<file path="config.mk">
export PLATFORM = sky130hd
export DESIGN_NAME = roba_round_unit
export DESIGN_NICKNAME = d
export VERILOG_FILES = /design/src/rtl/roba_pkg.sv /design/src/rtl/roba_lod.sv /design/src/rtl/roba_round_unit.sv
export SDC_FILE = /design/constraint.sdc
export NUM_CORES = 1
export LEC_CHECK = 0
export CORE_AREA = 2 2 78 80
export DETAILED_ROUTE_END_ITERATION = 10
export DIE_AREA = 0 0 80 82
export PLACE_DENSITY_LB_ADDON = 0.25
export SYNTH_ARGS = -nofsm -noshare
export SYNTH_HDL_FRONTEND = slang
export SYNTH_SLANG_ARGS = --single-unit
</file>
<file path="constraint.sdc">
create_clock -name clk -period 2.6 [get_ports clk]
set_clock_uncertainty 0.15 [all_clocks]
set_input_delay 0.39 -clock clk [delete_from_list [all_inputs] [get_ports clk]]
set_output_delay 0.39 -clock clk [all_outputs]
set_load 0.03 [all_outputs]
</file>
<file path="src/rtl/roba_pkg.sv">
// roba_pkg: exponent-width helper and stage-1 payload type shared by the rounding unit
package roba_pkg;

   localparam int MAX_W = 64;

   function automatic int exp_width(input int w);
      return $clog2(w) + 1;
   endfunction

   localparam int MAX_EW = exp_width(MAX_W);

   // Sized for the widest legal operand; narrower instances use the low bits only
   typedef struct packed {
      logic [MAX_W-1:0]  data;
      logic [MAX_EW-1:0] k;
      logic              rbit;
      logic              zero;
   } s1_t;

endpackage

</file>
<file path="src/rtl/roba_lod.sv">
// roba_lod: combinational leading-one detector returning the highest set bit index and a zero flag
module roba_lod
   import roba_pkg::*;
#(
   parameter  int W  = 32,
   localparam int EW = exp_width(W)
) (
   input  logic [W-1:0]  data_i,
   output logic [EW-1:0] idx_o,
   output logic          zero_o
);

   // Ascending scan so the last set bit seen is the most significant one
   always_comb begin
      idx_o  = '0;
      zero_o = ~|data_i;
      for (int i = 0; i < W; i++)
         if (data_i[i]) idx_o = EW'(i);
   end

endmodule

</file>
<file path="src/rtl/roba_round_unit.sv">
// roba_round_unit: two-stage pipeline rounding an unsigned operand to its nearest power of two
// Optional macro ROBA_RESIDUAL_EN adds out_res = in_data - out_pow (signed, W+2 bits)
module roba_round_unit
   import roba_pkg::*;
#(
   parameter  int W  = 32,
   localparam int EW = exp_width(W)
) (
   input  logic          clk,
   input  logic          rst,
   input  logic          in_valid,
   output logic          in_ready,
   input  logic [W-1:0]  in_data,
   output logic          out_valid,
   input  logic          out_ready,
   output logic [EW-1:0] out_exp,
   output logic [W:0]    out_pow,
   output logic          out_zero
`ifdef ROBA_RESIDUAL_EN
   ,
   output logic [W+1:0]  out_res
`endif
);

   logic [EW-1:0] lod_k;
   logic          lod_zero;
   logic [W:0]    data_sh;
   s1_t           s1_q, s1_d;
   logic          v1_q, v1_d, v2_q, v2_d;
   logic [EW-1:0] exp_q, exp_d, exp_c, k1;
   logic [W:0]    pow_q, pow_d, pow_c;
   logic          zero_q, zero_d;
   logic [W-1:0]  d1;
   logic          adv2, take1, load2;
   logic          unused_s1;

   roba_lod #(.W(W)) u_lod (
      .data_i (in_data),
      .idx_o  (lod_k),
      .zero_o (lod_zero)
   );

   assign adv2      = ~v2_q | out_ready;
   assign in_ready  = ~v1_q | adv2;
   assign take1     = in_valid & in_ready;
   assign load2     = v1_q & adv2;
   assign data_sh   = {in_data, 1'b0};
   assign k1        = s1_q.k[EW-1:0];
   assign d1        = s1_q.data[W-1:0];
   assign unused_s1 = ^{s1_q.data, s1_q.k};
   assign exp_c     = k1 + EW'(s1_q.rbit);
   assign pow_c     = s1_q.zero ? '0 : (W+1)'(1) << exp_c;

   // Stage 1 captures the leading-one index and the bit just below it (data_sh[k] = in_data[k-1], 0 at k=0)
   always_comb begin
      s1_d = s1_q;
      v1_d = in_ready ? in_valid : v1_q;
      if (take1) begin
         s1_d                 = '0;
         s1_d.data[W-1:0]     = in_data;
         s1_d.k[EW-1:0]       = lod_k;
         s1_d.rbit            = data_sh[lod_k];
         s1_d.zero            = lod_zero;
      end
   end

   // Stage 2 forms the rounded exponent and power; values hold while the consumer stalls
   always_comb begin
      v2_d   = adv2 ? v1_q : v2_q;
      exp_d  = load2 ? exp_c : exp_q;
      pow_d  = load2 ? pow_c : pow_q;
      zero_d = load2 ? s1_q.zero : zero_q;
   end

   // Pipeline registers; reset empties both stages at once
   always_ff @(posedge clk or negedge rst) begin
      if (!rst) begin
         s1_q   <= '0;
         v1_q   <= 1'b0;
         v2_q   <= 1'b0;
         exp_q  <= '0;
         pow_q  <= '0;
         zero_q <= 1'b0;
      end else begin
         s1_q   <= s1_d;
         v1_q   <= v1_d;
         v2_q   <= v2_d;
         exp_q  <= exp_d;
         pow_q  <= pow_d;
         zero_q <= zero_d;
      end
   end

`ifdef ROBA_RESIDUAL_EN
   logic [W+1:0] res_q, res_d, res_c;

   assign res_c = {2'b00, d1} - {1'b0, pow_c};

   // Residual rides alongside the stage-2 result
   always_comb begin
      res_d = load2 ? res_c : res_q;
   end

   // Residual register
   always_ff @(posedge clk or negedge rst) begin
      if (!rst) res_q <= '0;
      else      res_q <= res_d;
   end

   assign out_res = res_q;
`else
   logic unused_d1;
   assign unused_d1 = ^d1;
`endif

   assign out_valid = v2_q;
   assign out_exp   = exp_q;
   assign out_pow   = pow_q;
   assign out_zero  = zero_q;

endmodule

</file>
### Word level (Yosys, flattened, before mapping)

Index checks and enable logic that the tools add are counted.

| cells by class | value |
|---|---|
| add/sub/neg operators | 1 |
| magnitude comparators | 1 |
| shifts and indexed selects | 1 |
| muxes and demuxes | 34 |
| bitwise operators | 6 |
| reduce and logical (&&, ||, !) cells | 2 |

Operators by type and width:

| cell | count |
|---|---|
| two-way mux 5 bit | 16 |
| two-way mux 33 bit | 1 |
| << shifter 1 x 6 -> 33 bit, first input constant | 1 |
| two-way mux 4 bit | 8 |
| OR reduction 32 bit | 1 |
| two-way mux 3 bit | 4 |
| < comparator 6 x 7 -> 1 bit, second input constant | 1 |
| adder 6 x 1 -> 6 bit | 1 |
| binary-select mux 1 bit (select 6 bit) | 1 |
| two-way mux 2 bit | 2 |
| bitwise AND 1 bit | 2 |
| two-way mux 1 bit | 2 |
| inverter 1 bit | 2 |
| OR 1 bit | 2 |
| zero test 1 bit | 1 |

| storage, ports and cells | value |
|---|---|
| flip-flop bits (word level) | 50 |
| bits of input ports | 36 |
| output and inout port bits | 42 |
| logic and storage cells | 53 |

### Depth between registers and ports, before layout

Gate-level depths: netlist (run 1).

| depth | value |
|---|---|
| depth after elaboration | 33 |
| gate-level depth with buffers | 10 |

### By module

Synthesis (run 1) repeated with hierarchy kept, for this count alone.

| unflattened totals | value |
|---|---|
| cells, all modules | 285 |
| area, all modules | 2,795.2 sq um |

By module, submodules not included:

| module | instances | cells an instance | area each (sq um) | seq. area each (sq um) |
|---|---|---|---|---|
| roba_round_unit | 1 | 218 | 2,449.8 | 1,251.2 |
| roba_lod | 1 | 67 | 345.3 | 0.0 |

### Worst setup path before layout (run 1)

Ideal clock, no wire load.

| timing path | value |
|---|---|
| kind | input to register |
| start | in in_data[15] |
| end | reg s1_q[1] (netlist bit) |
| setup time | 0.131 ns |
| arrival | 2.677 ns |
| data required time | 2.319 ns |
| setup slack | -0.358 ns |
| cell stages on the path | 8 |
| path through | or4_1 -> a31oi_1 -> o21ai_1 -> a2111oi_4 -> mux4_1 -> a211oi_1 -> a311oi_1 -> or3_1 |

| on the way | value |
|---|---|
| cells in the longest elaborated chain, start to end | 19 |

Ends and longest elaborated chain:

| what | RTL line | text |
|---|---|---|
| start, declared | roba_round_unit.sv:13 | `input logic [W-1:0] in_data,` |
| two-way mux 4 bit | roba_lod.sv:18 | `if (data_i[i]) idx_o = EW'(i);` |
| two-way mux 5 bit (16 in a row) | roba_lod.sv:18 |  |
| binary-select mux 1 bit (select 6 bit) (*) | roba_round_unit.sv:62 | `s1_d.rbit = data_sh[lod_k];` |
| two-way mux 1 bit (implied by the code) (*) | roba_round_unit.sv:62 |  |
| end signal, assigned | roba_round_unit.sv:78 | `s1_q <= '0;` |
| end signal, assigned | roba_round_unit.sv:85 | `s1_q <= s1_d;` |
| end, declared | roba_round_unit.sv:28 | `s1_t s1_q, s1_d;` |

Every way passes the cells marked *; elsewhere a longest branch is shown, timed or not. The select of a mux whose other input is x is not followed.
A chain may end at the register's enable or synchronous reset.

### Worst setup path after layout (run 1)

| timing path | value |
|---|---|
| start | in in_data[14] |
| end | reg s1_q[1] (netlist bit) |

| on the way | value |
|---|---|
| cells in the longest elaborated chain, start to end | 20 |

Ends and longest elaborated chain:

| what | RTL line |
|---|---|
| two-way mux 4 bit (2 in a row) | roba_lod.sv:18 |
| two-way mux 5 bit (16 in a row) | roba_lod.sv:18 |
| binary-select mux 1 bit (select 6 bit) (*) | roba_round_unit.sv:62 |
| two-way mux 1 bit (implied by the code) (*) | roba_round_unit.sv:62 |

Marks and branches as above.

==> results_dict.tcl, run 1 <==
set metrics [dict create \
    die_area_um2 6560 \
    grt_use_total_pct 22.5 \
    hold_class "reg -> reg" \
    gr-max-usage-layer "met2" \
    synth-seq-area-share_pct 47.5 \
    grt_pass1_wl_mm 11.6 \
    path_max_fanout 2 \
    rr_endpoint "out_pow[8]" \
    cts_tree "yes" \
    p_comb_share_pct 36.5 \
    ys.flop_type "dfrtp_1" \
    layout-drive-gt1-share_pct 26.3 \
    drc 0 \
    synth_nets 290 \
    finalSetupViolCount 1 \
    end_kind "register" \
    clk_latency_ps 300 \
    p_sw_mw 0.735 \
    p_leak_nw 1.83 \
    die_w_um 80 \
    grt_pass1_vias 2466 \
    timing.rr.start "s1_q[1]" \
    synth_cells 252 \
    numCtsBuffers 5 \
    wl_per_cell_um 15.4 \
    final.period_utilization_pct 106 \
    fillers 475 \
    p_per_area_nw_per_um2 521 \
    met2_usage_pct 37.2 \
    path_clk_slew_ps 80 \
    layout.cells.most_common_list "51 x clkdlybuf4s50_1, 51 x buf_4, 49 x dfrtp_1, 28 x a22o_1" \
    h-tree-depth 2 \
    grtUsageMet3_pct 4.18 \
    crit_path_start_kind "input port" \
    hold_viol_final 0 \
    num_vias 2523 \
    drt_wl_total_mm 7.15 \
    first_pass_iters 4 \
    cp.required_ps 2630 \
    std_cell_rows 28 \
    syn_area_um2 2580 \
    arrival_ps 2770 \
    nets 425 \
    power.total_mw 2.11 \
    cts_buffer_depth 2 \
    postSynthAreaPerCell_um2 10.2 \
    period_needed_ps 2740 \
    dr.first_iter.drc_count 128 \
    seq_power_share_pct 42.4 \
    hpwl_mm 5.38 \
    placed_cell_area_um2 3830 \
    cts_root_buf "clkbuf_8" \
    final_antenna_net_count 0 \
    worst_pin_slew_ps 581 \
    fin_area_um2 4040 \
    intPower_mw 1.37 \
    final_cells 463 \
    drv_slew 0 \
    grt_use_met1_pct 30.8 \
    status "finished with violations" \
    io_buffers 77 \
    hold_depth 2 \
    clock.fmax_mhz 364 \
    num_io_pins 78 \
    synth.distinct_cells 43 \
    drv_cap 0 \
    grt_setup_unrepaired "true" \
    synth.top_cells.by_area "dfrtp_1 48%, a22o_1 9.5%, mux2i_1 3.9%" \
    area_growth_syn_to_layout_pct 56.5 \
    fp.coreArea_um2 5750 \
    viasPerCell 5.45 \
    ys_ff_latch 49 \
    p_sw_share_pct 34.9 \
    reg2reg_setup_slack_ps 310 \
    die_h_um 82 \
    clkPwrFrac_pct 21.1 \
    slew_headroom_pct 61.1 \
    grt_max_degree 50 \
    yosys.area.top_type_share_pct 47.5 \
    yosysTopAreaCell "dfrtp_1" \
    initial_core_util_pct 44.9 \
    yosys_warnings 0 \
    vdd_drop_max_mv 0.386 \
    dpl.cell_count 452 \
    hp-start "out_pow[4]" \
    async_reset_ff_share_pct 100 \
    post-route-util_pct 70.3 \
    criticalPathCategory "in -> reg" \
    setup_ws_ps -144 \
    synth-edff-count 0 \
    clock_sinks 49 \
    violations "negative setup slack" \
    gp_congestion 0.930 \
    grt_overflow 0 \
    antenna_found_initial 0 \
    hold_path_end "out_pow[4]" \
    reg2reg_depth 7 \
    diodes 0 \
]
Yosys cell counts, types with 2 or more instances:
master,instances
xor2_1,3
dfrtp_1,49
nand2_1,23
inv_1,8
a21oi_1,6
nor2_1,25
nor4_1,6
o21a_1,2
o21ai_1,3
o41ai_1,2
or4_1,2
o21ai_0,13
nand3_1,7
xnor2_1,2
ha_1,2
mux2i_1,10
or3_1,5
a22o_1,28
a221oi_1,2
clkbuf_1,4
a31oi_1,3
a311oi_1,2
nand2b_1,9
o31ai_1,5
mux2_2,7
nor3_1,7
cells by family (layout without fill, tap and decap cells):
kind of cell               count (synthesis)  after routing  share of synthesized area [%]
AOI/OAI and AO/OA                         72             72                           21.5
xor gates and xnor gates                   5              5                           1.70
adders and majority gates                  2              2                          0.969
buffers and inverters                     13            149                           2.18
DFF                                       49             49                           47.5
muxes                                     19             19                           8.82
and+or+nand+nor                           92             92                           17.3
per-layer routing:
metal,vias to the layer above,wire length [um]
li1,1228,-
met4,0,99
met1,1199,3160
met3,12,335
met5,-,0
met2,84,3550
state kept, by name, summed over array words and instances (netlist names):
register	flops
s1_q	2
out_zero	1
out_valid	1
k1	5
out_exp	6
v1_q	1
out_pow	33
through the flow:
step                      TNS (ps)  setup slack, ps  hold slack (ps)
after global routing          -174             -174              370
after global placement        -857             -657              241
after floorplan               -251             -251            -55.6
after detailed placement     -1050             -727              249
after CTS                     -163             -163              342
final                         -144             -144              336
final cells by class:
class | instances | area (um2) | share of cell area (%)
Clock buffer | 6 | 72.6 | 1.80
Multi-Input combinational cell | 190 | 1420 | 35.0
Clock inverter | 2 | 13.8 | 0.341
Sequential cell | 49 | 1230 | 30.4
Timing Repair Buffer | 133 | 1190 | 29.4
Inverter | 8 | 30.0 | 0.743
Tap cell | 75 | 93.8 | 2.32
critical path: stages:
cell and delay (ps):
buf_6 90, or3_4 380, a221oi_2 220, o21ai_1 130, a311oi_2 280, buf_4 170
mux4_2 500, a211oi_2 180, a311oi_1 70, or3_1 350
power by group through the flow:
stage          combinational [mW]  clock (mW)  sequential (mW)
2_1_floorplan               0.265           0             1.04
5_1_grt                     0.834       0.474            0.902
6_report                    0.769       0.444            0.892
3_3_place_gp                0.741           0            0.904
3_5_place_dp                0.755           0            0.909
4_1_cts                     0.759       0.456            0.893
timing repair:
| item | 4_1_cts | 5_1_grt |
|---|---|---|
| pin swaps | 15 | 17 |
| cloned | 0 | 0 |
| gates resized for setup | 45 | 28 |
| hold buffers | 1 | 0 |
| setup buffers | 2 | 0 |
| endpoints found under the setup margin | 1 | 2 |
| endpoints found under the hold margin | 49 | 0 |
worst max-delay path by stage:
stage	start	end	slack, ps
2_1_floorplan	in_data[15]	s1_q[1]	-250
3_3_place_gp	in_data[12]	s1_q[1]	-660
3_5_place_dp	in_data[12]	s1_q[1]	-730
4_1_cts	in_data[14]	s1_q[1]	-160
5_1_grt	in_data[14]	s1_q[1]	-170
6_report	in_data[14]	s1_q[1]	-140
Power figures use the tool's default switching activity.
==> run 2: changes to the inputs <==
clock period = 2.8 ns   (was 2.6 ns; I/O delays follow)
==> run 2 against run 1 <==
Effect of this change:
- the flow now finishes without violations
- worst hold slack lost 300 ps
- die area is the same
- via count grew 1.1%
- routed wire length shrank 3.0%
- critical path type unchanged
==> results_dict.tcl, run 2 (synthesis results as in run 1) <==
set metrics [dict create \
    die_area_um2 6560 \
    die_w_um 80 \
    cts_root_buf "clkbuf_8" \
    wl_per_cell_um 15.0 \
    clock.fmax_mhz 365 \
    numCtsBuffers 5 \
    slowest_delay_ps 510 \
    period_needed_ps 2740 \
    layout-drive-gt1-share_pct 26.4 \
    grt_pass1_vias 2360 \
    grt_use_total_pct 21.6 \
    intPower_mw 1.36 \
    cts_buffer_depth 2 \
    cpMostUsedCell "buf_4" \
    crit_path_start_kind "input port" \
    criticalPathCategory "in -> reg" \
    final.period_utilization_pct 97.8 \
    path_clk_slew_ps 90 \
    seq_power_share_pct 40.4 \
    cp_cell_sequence "dlygate4sd2_1, or4_4, a31oi_2, o21ai_2, a2111oi_4, buf_4, buf_4, mux2i_2, nor3_1, or3_1" \
    num_io_pins 78 \
    dr.first_iter.drc_count 83 \
    io_buffers 77 \
    drv_cap 0 \
    p_sw_mw 0.690 \
    p_sw_share_pct 33.6 \
    power.total_mw 2.05 \
    gp_congestion 0.925 \
    largest_reg_flops 33 \
    p_leak_nw 1.84 \
    area_growth_syn_to_layout_pct 57.0 \
    finalSetupViolCount 0 \
    drt_wl_total_mm 6.93 \
    std_cell_rows 28 \
    num_vias 2551 \
    clk_latency_ps 300 \
    worst_pin_slew_ps 591 \
    post-route-util_pct 70.5 \
    initial_core_util_pct 44.9 \
    grt_overflow 0 \
    hold_buffers 0 \
    p_comb_share_pct 34.8 \
    drv_slew 0 \
    final_antenna_net_count 0 \
    fp.coreArea_um2 5750 \
    hold_class "in -> async" \
    hpwl_mm 5.33 \
    viasPerCell 5.52 \
    nets 424 \
    arrival_ps 2780 \
    antenna_found_initial 0 \
    diodes 0 \
    drc 0 \
    layout.cells.most_common_list "53 x clkdlybuf4s50_1, 53 x buf_4, 49 x dfrtp_1, 28 x a22o_1, 24 x nor2_1" \
    cp.required_ps 2840 \
    clock_sinks 49 \
    cts_tree "yes" \
    clkPwrFrac_pct 24.8 \
    slew_headroom_pct 60.6 \
    h-tree-depth 2 \
    status "finished, final reports clean" \
    path_max_fanout 5 \
    grt_pass1_wl_mm 11.0 \
    first_pass_iters 6 \
    hold_viol_final 0 \
    grt_max_degree 50 \
    fin_setup_tns_ps 0 \
    end_kind "register" \
    p_per_area_nw_per_um2 507 \
    fillers 446 \
    crit_slowest_cell "or4_4" \
    vdd_drop_max_mv 0.310 \
    die_h_um 82 \
]
[run 2: metrics by stage]
stage | setup WS, ps | std cells | area [um2] | hold slack, ps
after detailed placement | -555 | 450 | 3800 | 318
after global routing | -39.8 | 462 | 4050 | 97.4
after CTS | 0.222 | 461 | 3940 | 65.5
after global placement | -480 | 450 | 3800 | 310
after floorplan | -80.7 | 252 | 2580 | -25.6
final | 60.3 | 462 | 4050 | 37.6
[run 2: worst paths after layout]
path | slack, ps | end | cells past startpoint | startpoint
setup / recovery | 60 | s1_q[1] | 10 | in_data[15]
hold / removal | 40 | out_exp[3] | 2 | rst
setup reg to reg | 470 | out_pow[8] | 7 | s1_q[1]
hold reg to reg | 330 | out_pow[4] | 2 | out_pow[4]
max in group asynchronous | 2050 | out_pow[9] | 2 | rst
min in group clk | 330 | out_pow[4] | 2 | out_pow[4]
[run 2: metal layers]
layer | vias up | track usage (%) | routed length (um)
met5 | - | 0 | 0
met4 | 0 | 6.10 | 87
met3 | 8 | 4.07 | 269
met2 | 76 | 35.9 | 3410
met1 | 1243 | 29.0 | 3170
li1 | 1224 | - | -
[run 2: final cells by class]
cell class | count | area, um2 | area share (%)
multi-input cells | 190 | 1420 | 35.1
flip-flops and latches | 49 | 1230 | 30.3
repair buffers | 132 | 1170 | 28.8
well taps | 75 | 93.8 | 2.32
clock buffers | 5 | 68.8 | 1.70
clock inverters | 3 | 43.8 | 1.08
inverters | 8 | 30.0 | 0.741
[run 2: timing repair]
item,in CTS,in global routing
resized for setup,34,26
pin swaps,14,13
setup endpoints to repair,1,1
setup buffers,3,2
[run 2: critical path: cells and delay by family]
kind                   cells  cell delay (ps)
muxes                      1              210
and+or+nand+nor            3              920
AOI/OAI and AO/OA          3              660
buffers and inverters      3              570
[run 2: power groups by stage]
stage,Sequential [mW],Clock (mW),Combinational [mW]
after floorplan,0.961,0,0.246
after global placement,0.839,0,0.686
after detailed placement,0.844,0,0.698
after CTS,0.829,0.519,0.699
after global routing,0.837,0.545,0.773
final,0.829,0.508,0.715
==> run 3: changes to the inputs <==
CTS_CLUSTER_SIZE = 8   (was not set)
PLACE_DENSITY = 0.78   (was not set)
PLACE_DENSITY_LB_ADDON = not set   (was 0.25)
==> run 3 against run 2 <==
Effect of this change:
- sequential power barely moved
- non-clock buffer count shrank 4
- clock power is essentially flat
- sequential share of layout area rose by 0.36 points
- highest routed layer unchanged
==> results_dict.tcl, run 3 (synthesis results as in run 1) <==
set metrics [dict create \
    status "finished, final reports clean" \
    period_needed_ps 2700 \
    hold_depth 2 \
    gp_congestion 0.855 \
    setup_ws_ps 98.2 \
    clk_latency_ps 310 \
    grt_use_total_pct 21.2 \
    initial_core_util_pct 44.9 \
    p_per_area_nw_per_um2 509 \
    rr_endpoint "out_pow[12]" \
    criticalPathCategory "in -> reg" \
    num_vias 2502 \
    diodes 0 \
    reg2reg_depth 7 \
    grt_max_degree 45 \
    std_cell_rows 28 \
    drc 0 \
    io_buffers 77 \
    numCtsBuffers 5 \
    antenna_found_initial 0 \
    pre_cts_ws_ps -536 \
    grt_pass1_wl_mm 10.9 \
    path_clk_slew_ps 90 \
    drv_cap 0 \
    post-route-util_pct 69.7 \
    cp_cell_sequence "dlygate4sd2_1, or4_4, a31oi_4, o21ai_2, a2111oi_4, mux4_2, a211oi_2, a311oi_1, or3_1" \
    num_io_pins 78 \
    crit_slowest_cell "or4_4" \
    final.period_utilization_pct 96.5 \
    final_antenna_net_count 0 \
    cts_buffer_depth 2 \
    drv_slew 0 \
    fin_area_um2 4000 \
    arrival_ps 2740 \
    layout-drive-gt1-share_pct 24.3 \
    final_common_cell "clkdlybuf4s50_1" \
    finalSetupViolCount 0 \
    layout.cells.most_common_list "55 x clkdlybuf4s50_1, 49 x dfrtp_1, 47 x buf_4, 28 x a22o_1" \
    timing.rr.start "s1_q[1]" \
    worst_pin_slew_ps 582 \
    die_h_um 82 \
    crit_path_start_kind "input port" \
    nets 420 \
    vdd_drop_max_mv 0.334 \
    slowest_delay_ps 520 \
    die_area_um2 6560 \
    wl_per_cell_um 14.6 \
    clock.fmax_mhz 370 \
    cts_root_buf "clkbuf_8" \
    h-tree-depth 2 \
    dr.first_iter.drc_count 130 \
    placed_cell_area_um2 3790 \
    grt_overflow 0 \
    cp.required_ps 2840 \
    end_kind "register" \
    first_pass_iters 4 \
    p_leak_nw 1.80 \
    area_growth_syn_to_layout_pct 55.1 \
    clock_sinks 49 \
    slew_headroom_pct 61.1 \
    viasPerCell 5.46 \
    drt_wl_total_mm 6.70 \
    path_max_fanout 2 \
    cts_tree "yes" \
    worstSetupStartpoint "in_data[15]" \
    hold_class "reg -> reg" \
    grt_pass1_vias 2421 \
    hpwl_mm 5.17 \
    die_w_um 80 \
    reg2reg_setup_slack_ps 530 \
    crit_end "s1_q[1]" \
    hold_viol_final 0 \
    largest_reg_flops 33 \
    fp.coreArea_um2 5750 \
]
[run 3: cell types whose count changed in the layout (fill, tap and decap cells not counted), moves of 2 or more]
| cell | delta |
|---|---|
| dlymetal6s2s_1 | -2 |
| nor4_4 | -2 |
| o21ai_1 | +2 |
| buf_4 | -6 |
| clkdlybuf4s50_1 | +2 |
| nor4_2 | +2 |
[run 3: timing repair]
action | 4_1_cts | 5_1_grt
hold endpoints to repair | 20 | 0
buffers inserted | 1 | 0
endpoints found under the setup margin | 1 | 1
hold buffers | 1 | 0
resized for setup | 36 | 19
pin swaps | 16 | 10
[run 3: final cells by class]
type / count / area (um2)
clock buffer: 5 / 68.8
inverter: 8 / 30.0
clock inverter: 3 / 43.8
timing repair buffer: 128 / 1140
sequential: 49 / 1230
tap: 75 / 93.8
multi-input combinational: 190 / 1400
fill: 462 / 1740
[run 3: power breakdown]
| group | total [mW] | switching (mW) | internal [mW] |
|---|---|---|---|
| Combinational | 0.705 | 0.397 | 0.307 |
| Clock | 0.507 | 0.239 | 0.268 |
| Sequential | 0.827 | 0.0463 | 0.781 |
| Total | 2.04 | 0.683 | 1.36 |
[run 3: per-layer routing]
layer  share of wire, %  GRT usage, %  vias up  wire length [um]
met4                1.7          6.44        0               111
met3                4.1          4.18       11               273
met5                  0             0        -                 0
met2                 50          35.8       74              3350
li1                   -             -     1217                 -
met1                 44          27.6     1200              2960
[run 3: critical path, delay by kind of cell]
family                 cells  cell delay, ps
muxes                      1             360
AOI/OAI and AO/OA          5             890
and+or+nand+nor            2             840
buffers and inverters      1             240
[run 3: how the worst min path moves through the flow]
stage | startpoint | endpoint | slack, ps
after floorplan | rst | k1[0] | -30
after global placement | rst | out_pow[17] | 220
after detailed placement | rst | out_pow[19] | 230
after CTS | out_exp[2] | out_exp[2] | 340
after global routing | out_exp[2] | out_exp[2] | 360
final | out_exp[2] | out_exp[2] | 330
[run 3: metrics by stage]
stage,power [mW],TNS [ps],hold WS [ps],instances
3_3_place_gp,1.52,-516,223,449
6_report,2.04,0,332,458
4_1_cts,2.04,0,341,459
3_5_place_dp,1.54,-536,233,449
5_1_grt,2.14,-8.79,364,458
2_1_floorplan,1.21,-80.7,-25.6,252
